$ cat src/rtl/pipe_cla_addsub.sv
// Pipelined carry-lookahead adder/subtractor: WIDTH bits split into NSTAGE slices
// of GROUP-bit lookahead groups, with a registered carry between slices.
module pipe_cla_addsub #(
  parameter int WIDTH  = 32,
  parameter int GROUP  = 4,
  parameter int NSTAGE = 4
) (
  input  logic             clk,
  input  logic             rst_n,
  input  logic             in_valid,
  output logic             in_ready,
  input  logic [WIDTH-1:0] a,
  input  logic [WIDTH-1:0] b,
  input  logic             cin,
  input  logic             op,
  output logic             out_valid,
  input  logic             out_ready,
  output logic [WIDTH-1:0] sum,
  output logic             cout,
  output logic             ovf,
  output logic             zero
);

  localparam int SW = WIDTH / NSTAGE;
  localparam int NG = SW / GROUP;

  // One slice: per-group generate/propagate, group carries by full lookahead
  // from the slice carry-in, then bit carries rippled inside each group.
  function automatic logic [SW:0] cla_slice(input logic [SW-1:0] x,
                                            input logic [SW-1:0] y,
                                            input logic ci);
    logic [SW-1:0] g, p, s;
    logic [NG-1:0] gg, gp;
    logic [NG:0]   gc;
    logic          c, t;
    g = x & y;
    p = x ^ y;
    s = '0;
    for (int j = 0; j < NG; j++) begin
      gg[j] = 1'b0;
      gp[j] = 1'b1;
      for (int i = 0; i < GROUP; i++) begin
        gg[j] = g[j*GROUP+i] | (p[j*GROUP+i] & gg[j]);
        gp[j] = gp[j] & p[j*GROUP+i];
      end
    end
    gc[0] = ci;
    for (int j = 0; j < NG; j++) begin
      c = 1'b0;
      for (int i = 0; i <= j; i++) begin
        t = gg[i];
        for (int m = i + 1; m <= j; m++) t = t & gp[m];
        c = c | t;
      end
      t = ci;
      for (int m = 0; m <= j; m++) t = t & gp[m];
      gc[j+1] = c | t;
    end
    for (int j = 0; j < NG; j++) begin
      c = gc[j];
      for (int i = 0; i < GROUP; i++) begin
        s[j*GROUP+i] = p[j*GROUP+i] ^ c;
        c = g[j*GROUP+i] | (p[j*GROUP+i] & c);
      end
    end
    return {gc[NG], s};
  endfunction

  logic [NSTAGE-1:0]            v, ld, pv;
  logic [NSTAGE-1:0][WIDTH-1:0] ra, reb, rs;
  logic [NSTAGE-1:0][WIDTH-1:0] pa, peb, ps, ns;
  logic [NSTAGE-1:0]            rc, rz, pc, pz, nc, nz;
  logic                         ovf_q, last_ovf, full;
  logic [SW:0]                  r;
  logic                         unused_stage_bits;

  // Handshake: a transfer happens on a rising edge where valid && ready.
  // Stage k loads when it is empty or everything downstream of it will move,
  // so in_ready depends only on out_ready and the stage valid bits.
  always_comb begin
    ld   = '0;
    full = 1'b1;
    for (int k = 0; k < NSTAGE; k++) begin
      full = 1'b1;
      for (int m = k; m < NSTAGE; m++) full = full & v[m];
      ld[k] = out_ready | ~full;
    end
  end

  assign in_ready = ld[0];

  always_comb begin
    pv  = '0; pa = '0; peb = '0; ps = '0; pc = '0; pz = '0;
    ns  = '0; nc = '0; nz = '0; r = '0;
    pv[0]  = in_valid;
    pa[0]  = a;
    peb[0] = op ? ~b : b;
    ps[0]  = '0;
    pc[0]  = op ? ~cin : cin;
    pz[0]  = 1'b1;
    for (int k = 1; k < NSTAGE; k++) begin
      pv[k]  = v[k-1];
      pa[k]  = ra[k-1];
      peb[k] = reb[k-1];
      ps[k]  = rs[k-1];
      pc[k]  = rc[k-1];
      pz[k]  = rz[k-1];
    end
    for (int k = 0; k < NSTAGE; k++) begin
      r = cla_slice(pa[k][k*SW +: SW], peb[k][k*SW +: SW], pc[k]);
      ns[k] = ps[k];
      ns[k][k*SW +: SW] = r[SW-1:0];
      nc[k] = r[SW];
      nz[k] = pz[k] & ~|r[SW-1:0];
    end
    last_ovf = (pa[NSTAGE-1][WIDTH-1] == peb[NSTAGE-1][WIDTH-1]) &&
               (ns[NSTAGE-1][WIDTH-1] != pa[NSTAGE-1][WIDTH-1]);
  end

  // Data registers only move with a valid op, so outputs hold across bubbles.
  always_ff @(posedge clk or negedge rst_n) begin
    if (!rst_n) begin
      v     <= '0;
      ra    <= '0;
      reb   <= '0;
      rs    <= '0;
      rc    <= '0;
      rz    <= '0;
      ovf_q <= 1'b0;
    end else begin
      for (int k = 0; k < NSTAGE; k++) begin
        if (ld[k]) begin
          v[k] <= pv[k];
          if (pv[k]) begin
            ra[k]  <= pa[k];
            reb[k] <= peb[k];
            rs[k]  <= ns[k];
            rc[k]  <= nc[k];
            rz[k]  <= nz[k];
          end
        end
      end
      if (ld[NSTAGE-1] && pv[NSTAGE-1]) ovf_q <= last_ovf;
    end
  end

  // Already-consumed operand bits are dead in later stages and trim away.
  assign unused_stage_bits = ^{ra, reb};

  assign out_valid = v[NSTAGE-1];
  assign sum       = rs[NSTAGE-1];
  assign cout      = rc[NSTAGE-1];
  assign zero      = rz[NSTAGE-1];
  assign ovf       = ovf_q;

endmodule

$ cat config.mk
export PLATFORM = sky130hd
export DESIGN_NAME = pipe_cla_addsub
export DESIGN_NICKNAME = d
export VERILOG_FILES = /design/src/rtl/pipe_cla_addsub.sv
export SDC_FILE = /design/constraint.sdc
export NUM_CORES = 1
export LEC_CHECK = 0
export ABC_CLOCK_PERIOD_IN_PS = 7540
export BUFFER_PORTS_ARGS = -buffer_cell sky130_fd_sc_hd__buf_4
export CAP_MARGIN = 20
export CORE_ASPECT_RATIO = 2
export CORE_MARGIN = 2
export CORE_UTILIZATION = 32
export DETAILED_ROUTE_END_ITERATION = 6
export PLACE_DENSITY = 0.59
export SYNTH_ARGS = -nofsm -noshare
export SYNTH_HDL_FRONTEND = slang
export SYNTH_SLANG_ARGS = --single-unit
$ cat constraint.sdc
create_clock -name clk -period 7.54 [get_ports clk]
set_input_delay 0.377 -clock clk [delete_from_list [all_inputs] [get_ports clk]]
set_output_delay 0.377 -clock clk [all_outputs]
set_load 0.05 [all_outputs]
==> flow_summary.toml, run 1 <==
[synth]
synth_warnings = 0
yosys-top-cells-count = "189 x dfrtp_1, 137 x mux2_2, 59 x nand2_1"
synth-async-reset-ratio_pct = 100
synth_cells = 642
ys_top_cells_by_area = "dfrtp_1 55%, mux2_2 18%, fa_1 5.6%"
synth_ff_type = "dfrtp_1"
synth_top_family_by_area = "multiplexers"
synth-xor-area-share_pct = 4.26
synth_compound_area_share_pct = 4.97
syn_area_sq_um = 8630
ys_ff_latch = 189
synth.area.mux_share_pct = 18.1
synth_simple_gate_area_share_pct = 4.67
synth.top_cell.area_share_pct = 54.8
synth_fa_ha_area_share_pct = 10.2
synth_cell_types = 33
yosysTopAreaCell = "dfrtp_1"
syn_area_per_cell_sq_um = 13.4
yosysSeqAreaShare_pct = 54.8
syn-num-nets = 768
synth-edff-count = 0
synth_most_common_cell = "dfrtp_1"

[layout]
fillers = 2542
syn_to_final_growth_pct = 18.9
final_core_util_pct = 38.4
stdcell_count = 1105
fin_nets = 870
antenna_cells = 0
drive_gt1_share_pct = 37.5

[power]
p_leak_nw = 4.62
ir_drop_mv = 0.177
power_density_nw_per_um2 = 376

[die]
die_x_um = 120
coreArea_sq_um = 26700
die_area_sq_um = 28400
die_h_um = 236
rows = 85
start_util_pct = 32.3
ios = 107

[sta]
slew-limit-headroom_pct = 33.0
fin_skew_ns = 0.00794
fmax_mhz = 305
finalSetupViolCount = 0
fin_setup_tns_ns = 0
tightest_slew_ns = 1.00
hold_violations = 0
period_needed_ns = 3.28
holdWs_ns = 0.0391
rsz0062_at_grt = "false"
finalMaxSlewViolations = 0
finalCritPeriodShare_pct = 43.5

[cts]
cts_max_level = 4
root_buffer = "clkbuf_16"
post_cts_buffers = 0
holdBufCountCts = 0
cts_tree = "done"
cts.sinks = 189
insertion_delay_ns = 0.43
cts_buffers = 17
ctsLongestPathBuffers = 2
post_cts_resize_count = 0
clk_pin_slew_ns = 0.07

[placed_design]
placed_cells = 1073
routabilityCongestion = 0.778
portBuffers = 106
hpwl_mm = 11.9

[worst_setup_path]
crit_chain = "ha_1 > a21o_1 > a21oi_1 > o21ai_0 > fa_1 > fa_1 > fa_1 > nor4bb_1 > nand4_1 > o21ai_0"
required_ns = 7.88
critPathLaunchType = "flop"
cp_max_fo = 3
crit_buf_inv = 0
crit_type = "flop to flop"
max_stage_delay_ns = 0.50
critPathMostFrequentCell = "fa_1"
cp_slowest_cell = "fa_1"
rrSetupSlack_ns = 4.26
cp.arrival_ns = 3.62
cp_top_family = "adder cells"
end_kind = "flop"

[detailed_routing]
drc_errors = 0
wire_per_inst_um = 15.0
antenna_left = 0
vias = 5089
drt_iter0_drc = 151
drtPass1Iterations = 4
wl_mm = 16.6
viasPerCell = 4.61

[global_route]
antenna_found_initial = 0
grt_max_degree = 114
grt_pass1_vias = 5502
grt_pass1_wl_mm = 28.1
grt-ovfl-total = 0
grt.total_usage_pct = 12.5

[hold_path]
min_path_type = "input pin to asynchronous set/reset pin"

[run]
maxCapViolCount = 0

[outcome]
status = "finished clean"
-- metrics by stage --
stage	total power [mW]	area [sq um]	setup slack (ns)
after floorplan	2.63	8630	4.11
after global placement	3.05	9740	3.89
after detailed placement	3.11	9740	3.83
after CTS	3.93	10300	4.28
after global routing	4.13	10300	4.01
final	3.86	10300	4.26
-- where the power goes --
| group | internal, mW | total [mW] | switching (mW) |
|---|---|---|---|
| sequential | 1.37 | 1.58 | 0.217 |
| combinational | 0.658 | 1.47 | 0.817 |
| clock | 0.421 | 0.805 | 0.384 |
-- cell type report --
class	count	area [sq um]	share of cell area (%)
Tap cell	348	435	4.24
Clock buffer	18	429	4.18
Multi-Input combinational cell	402	3650	35.6
Clock inverter	14	93.8	0.915
Timing Repair Buffer	110	832	8.11
Inverter	24	90.1	0.878
Sequential cell	189	4730	46.1
-- layout by cell type, fill, tap and decap left out --
cell type	synthesis	layout
nand4_1	5	5
nor3b_1	1	1
nand2_1	59	57
xor2_1	12	12
clkbuf_8	0	1
ha_1	32	32
nand3_1	1	1
nand2b_1	5	5
dfrtp_1	189	189
mux2_2	137	137
o21ai_4	1	1
o21a_1	1	1
clkbuf_16	0	17
nand2_2	1	3
clkbuf_1	3	1
nor3_1	6	6
nand4b_2	1	1
inv_1	24	24
clkinv_4	0	1
xnor2_1	30	30
o21ai_0	50	50
a31oi_1	1	1
mux2i_1	1	1
mux2_1	1	1
clkinv_2	0	7
buf_4	6	109
nor2_1	3	3
a2111oi_0	1	1
nor4bb_1	3	3
or2_2	1	1
nand3b_1	1	1
o31ai_1	3	3
fa_1	24	24
clkinvlp_4	0	2
inv_6	0	4
a21oi_1	16	16
a21o_1	5	5
-- worst paths after layout --
| kind | start | to | cells after the start |
|---|---|---|---|
| worst min register to register | peb[56] | peb[56] | 2 |
| worst min-delay path | rst_n | pa[60] | 1 |
| worst max register to register | pa[80] | rz[2] | 10 |
| min in group clk | a[29] | pa[61] | 2 |
| worst max-delay path | pa[80] | rz[2] | 10 |
| max in group asynchronous | rst_n | peb[52] | 2 |
-- cells by family after synthesis --
group,after synthesis
xor+xnor,42
compound gates,78
buf+inv,51
mux,139
fa+ha+maj,56
flops,189
simple gates,87
-- routing by layer --
| layer | GRT usage (%) | share of wire (%) | wire [um] | up-vias |
|---|---|---|---|---|
| met5 | 0 | 0 | 0 | - |
| met4 | 5.06 | 2.6 | 424 | 0 |
| met3 | 3.05 | 4.8 | 795 | 24 |
| met2 | 20.9 | 49 | 8220 | 123 |
| met1 | 15.5 | 43 | 7180 | 2537 |
| li1 | - | - | - | 2405 |
-- flip-flops by register name, summed over array words and instances, names as in the netlist --
signal,count
rc,4
rz,4
pa,48
ns,48
ovf,1
peb,48
v,4
sum,32
Power figures use the tool's default switching activity.
==> run 2, diff against run 1 <==
--- a/config.mk
+++ b/config.mk
@@ -5,7 +5,7 @@
 export SDC_FILE = /design/constraint.sdc
 export NUM_CORES = 1
 export LEC_CHECK = 0
-export ABC_CLOCK_PERIOD_IN_PS = 7540
+export ABC_CLOCK_PERIOD_IN_PS = 3300
 export BUFFER_PORTS_ARGS = -buffer_cell sky130_fd_sc_hd__buf_4
 export CAP_MARGIN = 20
 export CORE_ASPECT_RATIO = 2
==> constraint.sdc (replaced) <==
create_clock -name clk -period 3.3 [get_ports clk]
set_input_delay 0.165 -clock clk [delete_from_list [all_inputs] [get_ports clk]]
set_output_delay 0.165 -clock clk [all_outputs]
set_load 0.05 [all_outputs]
==> run 2 against run 1 <==
Compared with the run above:
- clock-buffer cell count rose by 1
- maximum frequency rose by 6.1%
- clock skew rose by 0.0032 ns
- flip-flop and latch count did not move
- final cell count rose by 2.8%
- sequential share of layout area fell by 1.5 points
- sequential power rose by 130%
- die area did not move
- final area rose by 3.4%
- clock power rose by 130%
- power rose by 130%
- critical endpoint unchanged
- highest routed layer unchanged
==> flow_summary.toml, run 2 (synthesis results as in run 1) <==
[worst_setup_path]
timing.rr.end = "rz[2]"
crit_type = "flop to flop"
reg2regPathDepth = 10
r2r-start = "pa[80]"
cp_max_fo = 3
critPathMostFrequentCell = "fa_1"
rrSetupSlack_ns = 0.21
cp.arrival_ns = 3.44
end_kind = "flop"
cp_slowest_cell = "fa_1"
crit_chain = "ha_1 > a21o_1 > a21oi_1 > o21ai_1 > fa_1 > fa_1 > fa_1 > nor4bb_2 > nand4_1 > o21ai_1"
critPathLaunchType = "flop"
max_stage_delay_ns = 0.50
required_ns = 3.64
critPathLaunch = "pa[80]"

[placed_design]
dpl-instance-area_sq_um = 9790
routabilityCongestion = 0.757
hpwl_mm = 12.1
portBuffers = 106
place_worst_setup_slack_ns = 0.0537

[cts]
ctsLongestPathBuffers = 2
cts_tree = "done"
post_cts_buffers = 0
cts.sinks = 189
cts_buffers = 17
clk_pin_slew_ns = 0.07
insertion_delay_ns = 0.43
cts_max_level = 4
root_buffer = "clkbuf_16"

[outcome]
status = "finished clean"

[die]
die_x_um = 120
rows = 85
die_area_sq_um = 28400
ios = 107
die_h_um = 236
coreArea_sq_um = 26700
start_util_pct = 32.3

[global_route]
grt-ovfl-total = 0
grt.total_usage_pct = 12.8
grt_pass1_wl_mm = 29.0
antenna_found_initial = 0
grt_pass1_vias = 5676
grt_max_degree = 80

[detailed_routing]
antenna_left = 0
drt_iter0_drc = 225
drc_errors = 0
vias = 5172
wire_per_inst_um = 14.9
wl_mm = 16.9
drtPass1Iterations = 4
viasPerCell = 4.55

[layout]
syn_to_final_growth_pct = 22.9
fin_nets = 902
layout_common_cells = "189 x dfrtp_1, 137 x mux2_2, 114 x buf_4"
drive_gt1_share_pct = 36.9
final_area_sq_um = 10600
fillers = 2491
layout_commonest_cell = "dfrtp_1"
antenna_cells = 0

[hold_path]
min_path_type = "input pin to flop"
hp-start = "b[12]"
holdPathEnd = "peb[44]"
hold_depth = 3

[power]
power.net_switching_mw = 3.25
ir_drop_mv = 0.379
pwr-share-clk_pct = 21.1
power_density_nw_per_um2 = 840
sequentialPowerShare_pct = 40.7
combPwrFrac_pct = 38.1
intPower_mw = 5.66
p_leak_nw = 4.75
power_mw = 8.91
p_sw_share_pct = 36.5

[sta]
hold_violations = 0
tightest_slew_ns = 0.942
setup_ws_ns = 0.209
finalSetupViolCount = 0
holdWs_ns = 0.0174
finalCritPeriodShare_pct = 93.7
finalMaxSlewViolations = 0
slew-limit-headroom_pct = 37.0
fin_skew_ns = 0.0111
fin_setup_tns_ns = 0
fmax_mhz = 324
period_needed_ns = 3.09

[run]
maxCapViolCount = 0
[run 2: cell types whose count changed in the layout (fill, tap and decap cells not counted), moves of 5 or more]
| cell | delta |
|---|---|
| dlygate4sd3_1 | +26 |
| clkinv_2 | -5 |
| o21ai_1 | +5 |
| o21ai_0 | -5 |
| buf_4 | +5 |
[run 2: power groups by stage]
stage	clock [mW]	combinational, mW	sequential, mW
detailed placement	0	3.41	3.69
CTS	1.94	3.45	3.65
floorplan	0	1.75	4.25
global route	2.05	3.76	3.75
global placement	0	3.34	3.66
finish	1.88	3.40	3.63
[run 2: layer usage]
layer / track usage, % / part of all wire [%]
met5: 0 / 0
met1: 16.5 / 45
met3: 2.93 / 4.0
met4: 4.14 / 1.9
met2: 21.2 / 49
[run 2: how the worst max path moves through the flow]
stage / endpoint / depth (start not counted)
6_report: rz[2] / 10
5_1_grt: rz[2] / 10
4_1_cts: rz[2] / 10
3_5_place_dp: rz[0] / 13
3_3_place_gp: rz[0] / 13
2_1_floorplan: rz[0] / 14
[run 2: metrics by stage]
stage | instances | util (%)
global placement | 1079 | 36.7
floorplan | 642 | -
detailed placement | 1079 | 36.7
finish | 1136 | 39.7
global route | 1136 | 39.7
CTS | 1136 | 39.7
[run 2: final cells by class]
type / count / area (sq um) / area share [%]
Clock buffer: 19 / 453 / 4.27
Timing Repair Buffer: 142 / 1150 / 10.8
Sequential cell: 189 / 4730 / 44.6
Tap cell: 348 / 435 / 4.11
Multi-Input combinational cell: 402 / 3660 / 34.5
Clock inverter: 12 / 92.6 / 0.873
Inverter: 24 / 90.1 / 0.849
[run 2: critical path: cells and delay by family (launching register included)]
kind                     cells  cell delay (ns)
adder cells (fa/ha/maj)      4             1.63
AO/OA/AOI/OAI                4             0.55
AND/OR/NAND/NOR              2             0.41
flip-flops                   1             0.40
[run 2: repair_timing]
| action | in CTS | in global routing |
|---|---|---|
| endpoints found under the setup margin | 0 | 3 |
| hold endpoints to repair | 95 | 0 |
| hold buffers | 26 | 0 |
| resized for setup | 0 | 6 |
==> run 3, diff against run 2 <==
--- a/config.mk
+++ b/config.mk
@@ -5,7 +5,7 @@
 export SDC_FILE = /design/constraint.sdc
 export NUM_CORES = 1
 export LEC_CHECK = 0
-export ABC_CLOCK_PERIOD_IN_PS = 3300
+export ABC_CLOCK_PERIOD_IN_PS = 3100
 export BUFFER_PORTS_ARGS = -buffer_cell sky130_fd_sc_hd__buf_4
 export CAP_MARGIN = 20
 export CORE_ASPECT_RATIO = 2
==> constraint.sdc (replaced) <==
create_clock -name clk -period 3.1 [get_ports clk]
set_input_delay 0.155 -clock clk [delete_from_list [all_inputs] [get_ports clk]]
set_output_delay 0.155 -clock clk [all_outputs]
set_load 0.05 [all_outputs]
==> run 3 against run 2 <==
Compared with the run above:
- utilization is 0.85 points higher
- sequential share of layout area is 0.93 points lower
- non-clock buffer count is 11 higher
- sequential power is 6.9% higher
- routed wire length is 0.85% higher
- clock skew is 0.0025 ns lower
- clock power is 21% higher
- final area is 2.1% higher
- critical path type unchanged
- largest cell class unchanged
- largest power group unchanged
- highest routed layer unchanged
==> flow_summary.toml, run 3 (synthesis results as in run 1) <==
[sta]
fmax_mhz = 336
tightest_slew_ns = 0.676
period_needed_ns = 2.98
finalCritPeriodShare_pct = 96.1
finalMaxSlewViolations = 0
hold_violations = 0
setup_ws_ns = 0.120
finalSetupViolCount = 0
fin_skew_ns = 0.00862
slew-limit-headroom_pct = 54.8

[layout]
fillers = 2519
layout_commonest_cell = "dfrtp_1"
stdcell_count = 1148
final_area_sq_um = 10800
syn_to_final_growth_pct = 25.5
drive_gt1_share_pct = 37.5
antenna_cells = 0
layout_common_cells = "189 x dfrtp_1, 137 x mux2_2, 114 x buf_4"
fin_nets = 913

[global_route]
antenna_found_initial = 0
grt_pass1_wl_mm = 28.6
grt-ovfl-total = 0
grt_pass1_vias = 5529
grt.total_usage_pct = 12.8
grt_max_degree = 92

[power]
ir_drop_mv = 0.542
power_density_nw_per_um2 = 907
p_leak_nw = 4.84

[die]
rows = 85
start_util_pct = 32.3
die_h_um = 236
coreArea_sq_um = 26700
die_x_um = 120
ios = 107
die_area_sq_um = 28400

[cts]
insertion_delay_ns = 0.43
cts_tree = "done"
root_buffer = "clkbuf_16"
clk_pin_slew_ns = 0.07
ctsLongestPathBuffers = 2
cts_max_level = 4
cts.sinks = 189
cts_buffers = 17

[placed_design]
place_worst_setup_slack_ns = 0.00908
placed_cells = 1080
dpl-instance-area_sq_um = 9830
hpwl_mm = 12.1
routabilityCongestion = 0.812
portBuffers = 106

[detailed_routing]
wl_mm = 17.0
wire_per_inst_um = 14.8
drtPass1Iterations = 4
viasPerCell = 4.56
drt_iter0_drc = 169
vias = 5232
antenna_left = 0
drc_errors = 0

[worst_setup_path]
critPathMostFrequentCell = "o21ai_1"
rrSetupSlack_ns = 0.12
max_stage_delay_ns = 0.47
crit_type = "flop to flop"
crit_buf_inv = 0
cp_max_fo = 3
cp_slowest_cell = "fa_1"
end_kind = "flop"
crit_chain = "ha_1 > a21oi_1 > o21ai_1 > o21ai_1 > nand2b_1 > fa_2 > fa_2 > fa_1 > nor4bb_2 > nand4_1 > o21ai_1"
cp.arrival_ns = 3.33
required_ns = 3.45
critPathLaunchType = "flop"
cp_top_family = "adder cells"

[outcome]
status = "finished clean"

[run]
maxCapViolCount = 0

[hold_path]
min_path_type = "input pin to flop"
==> run 3: changes by cell type in the layout (fill, tap and decap cells not counted), moves of 3 or more <==
cell / before / now
dlygate4sd3_1: 26 / 35
bufinv_16: 0 / 3
fa_1: 24 / 18
clkinvlp_4: 6 / 3
fa_2: 0 / 6
inv_6: 0 / 4
==> run 3: worst paths after layout <==
path / cells past startpoint / start / end
max: 11 / pa[120] / rz[3]
min: 3 / b[26] / peb[58]
min in group asynchronous: 2 / rst_n / sum[4]
min reg2reg: 2 / ns[36] / ns[36]
max reg2reg: 11 / pa[120] / rz[3]
max in group asynchronous: 3 / rst_n / pa[121]
==> run 3: worst min-delay path, stage by stage <==
cell     delay, ns
buf_4         0.09
xnor2_1       0.10
o21ai_0       0.06
==> run 3: power by group <==
| part | switching (mW) | total, mW | internal [mW] |
|---|---|---|---|
| logic | 1.99 | 3.68 | 1.69 |
| clock network | 0.946 | 2.27 | 1.33 |
| registers | 0.555 | 3.88 | 3.32 |
| total | 3.49 | 9.83 | 6.34 |
==> run 3: layout make-up <==
type / count / area (sq um) / share of cell area [%]
well taps: 348 / 435 / 4.02
flip-flops and latches: 189 / 4730 / 43.7
clock buffers: 21 / 460 / 4.25
repair buffers: 153 / 1280 / 11.8
multi-input cells: 402 / 3680 / 34.0
clock inverters: 11 / 156 / 1.44
inverters: 24 / 90.1 / 0.832
==> run 3: metal layers <==
layer / track usage [%] / part of all wire, % / up-vias
met4: 3.92 / 1.3 / 0
met1: 16.3 / 45 / 2621
met2: 21.4 / 50 / 99
li1: - / - / 2497
met5: 0 / 0 / -
met3: 2.93 / 4.0 / 15
==> run 3: repair_timing <==
item | CTS | global route
buffers inserted | 1 | 0
hold endpoints to repair | 101 | 0
gates resized for setup | 4 | 10
endpoints found under the setup margin | 1 | 3
pin swaps | 2 | 6
hold buffers | 35 | 0
cloned | 0 | 0
==> run 3: metrics by stage <==
| stage | power (mW) | TNS, ns | utilization [%] | hold WS [ns] |
|---|---|---|---|---|
| after floorplan | 6.39 | 0 | - | -0.141 |
| after detailed placement | 7.54 | 0 | 36.8 | 0.196 |
| after CTS | 9.94 | 0 | 40.5 | 0.00128 |
| after global placement | 7.45 | 0 | 36.8 | 0.194 |
| final | 9.83 | 0 | 40.6 | 0.0154 |
| after global routing | 10.5 | -0.0194 | 40.6 | 0.0146 |
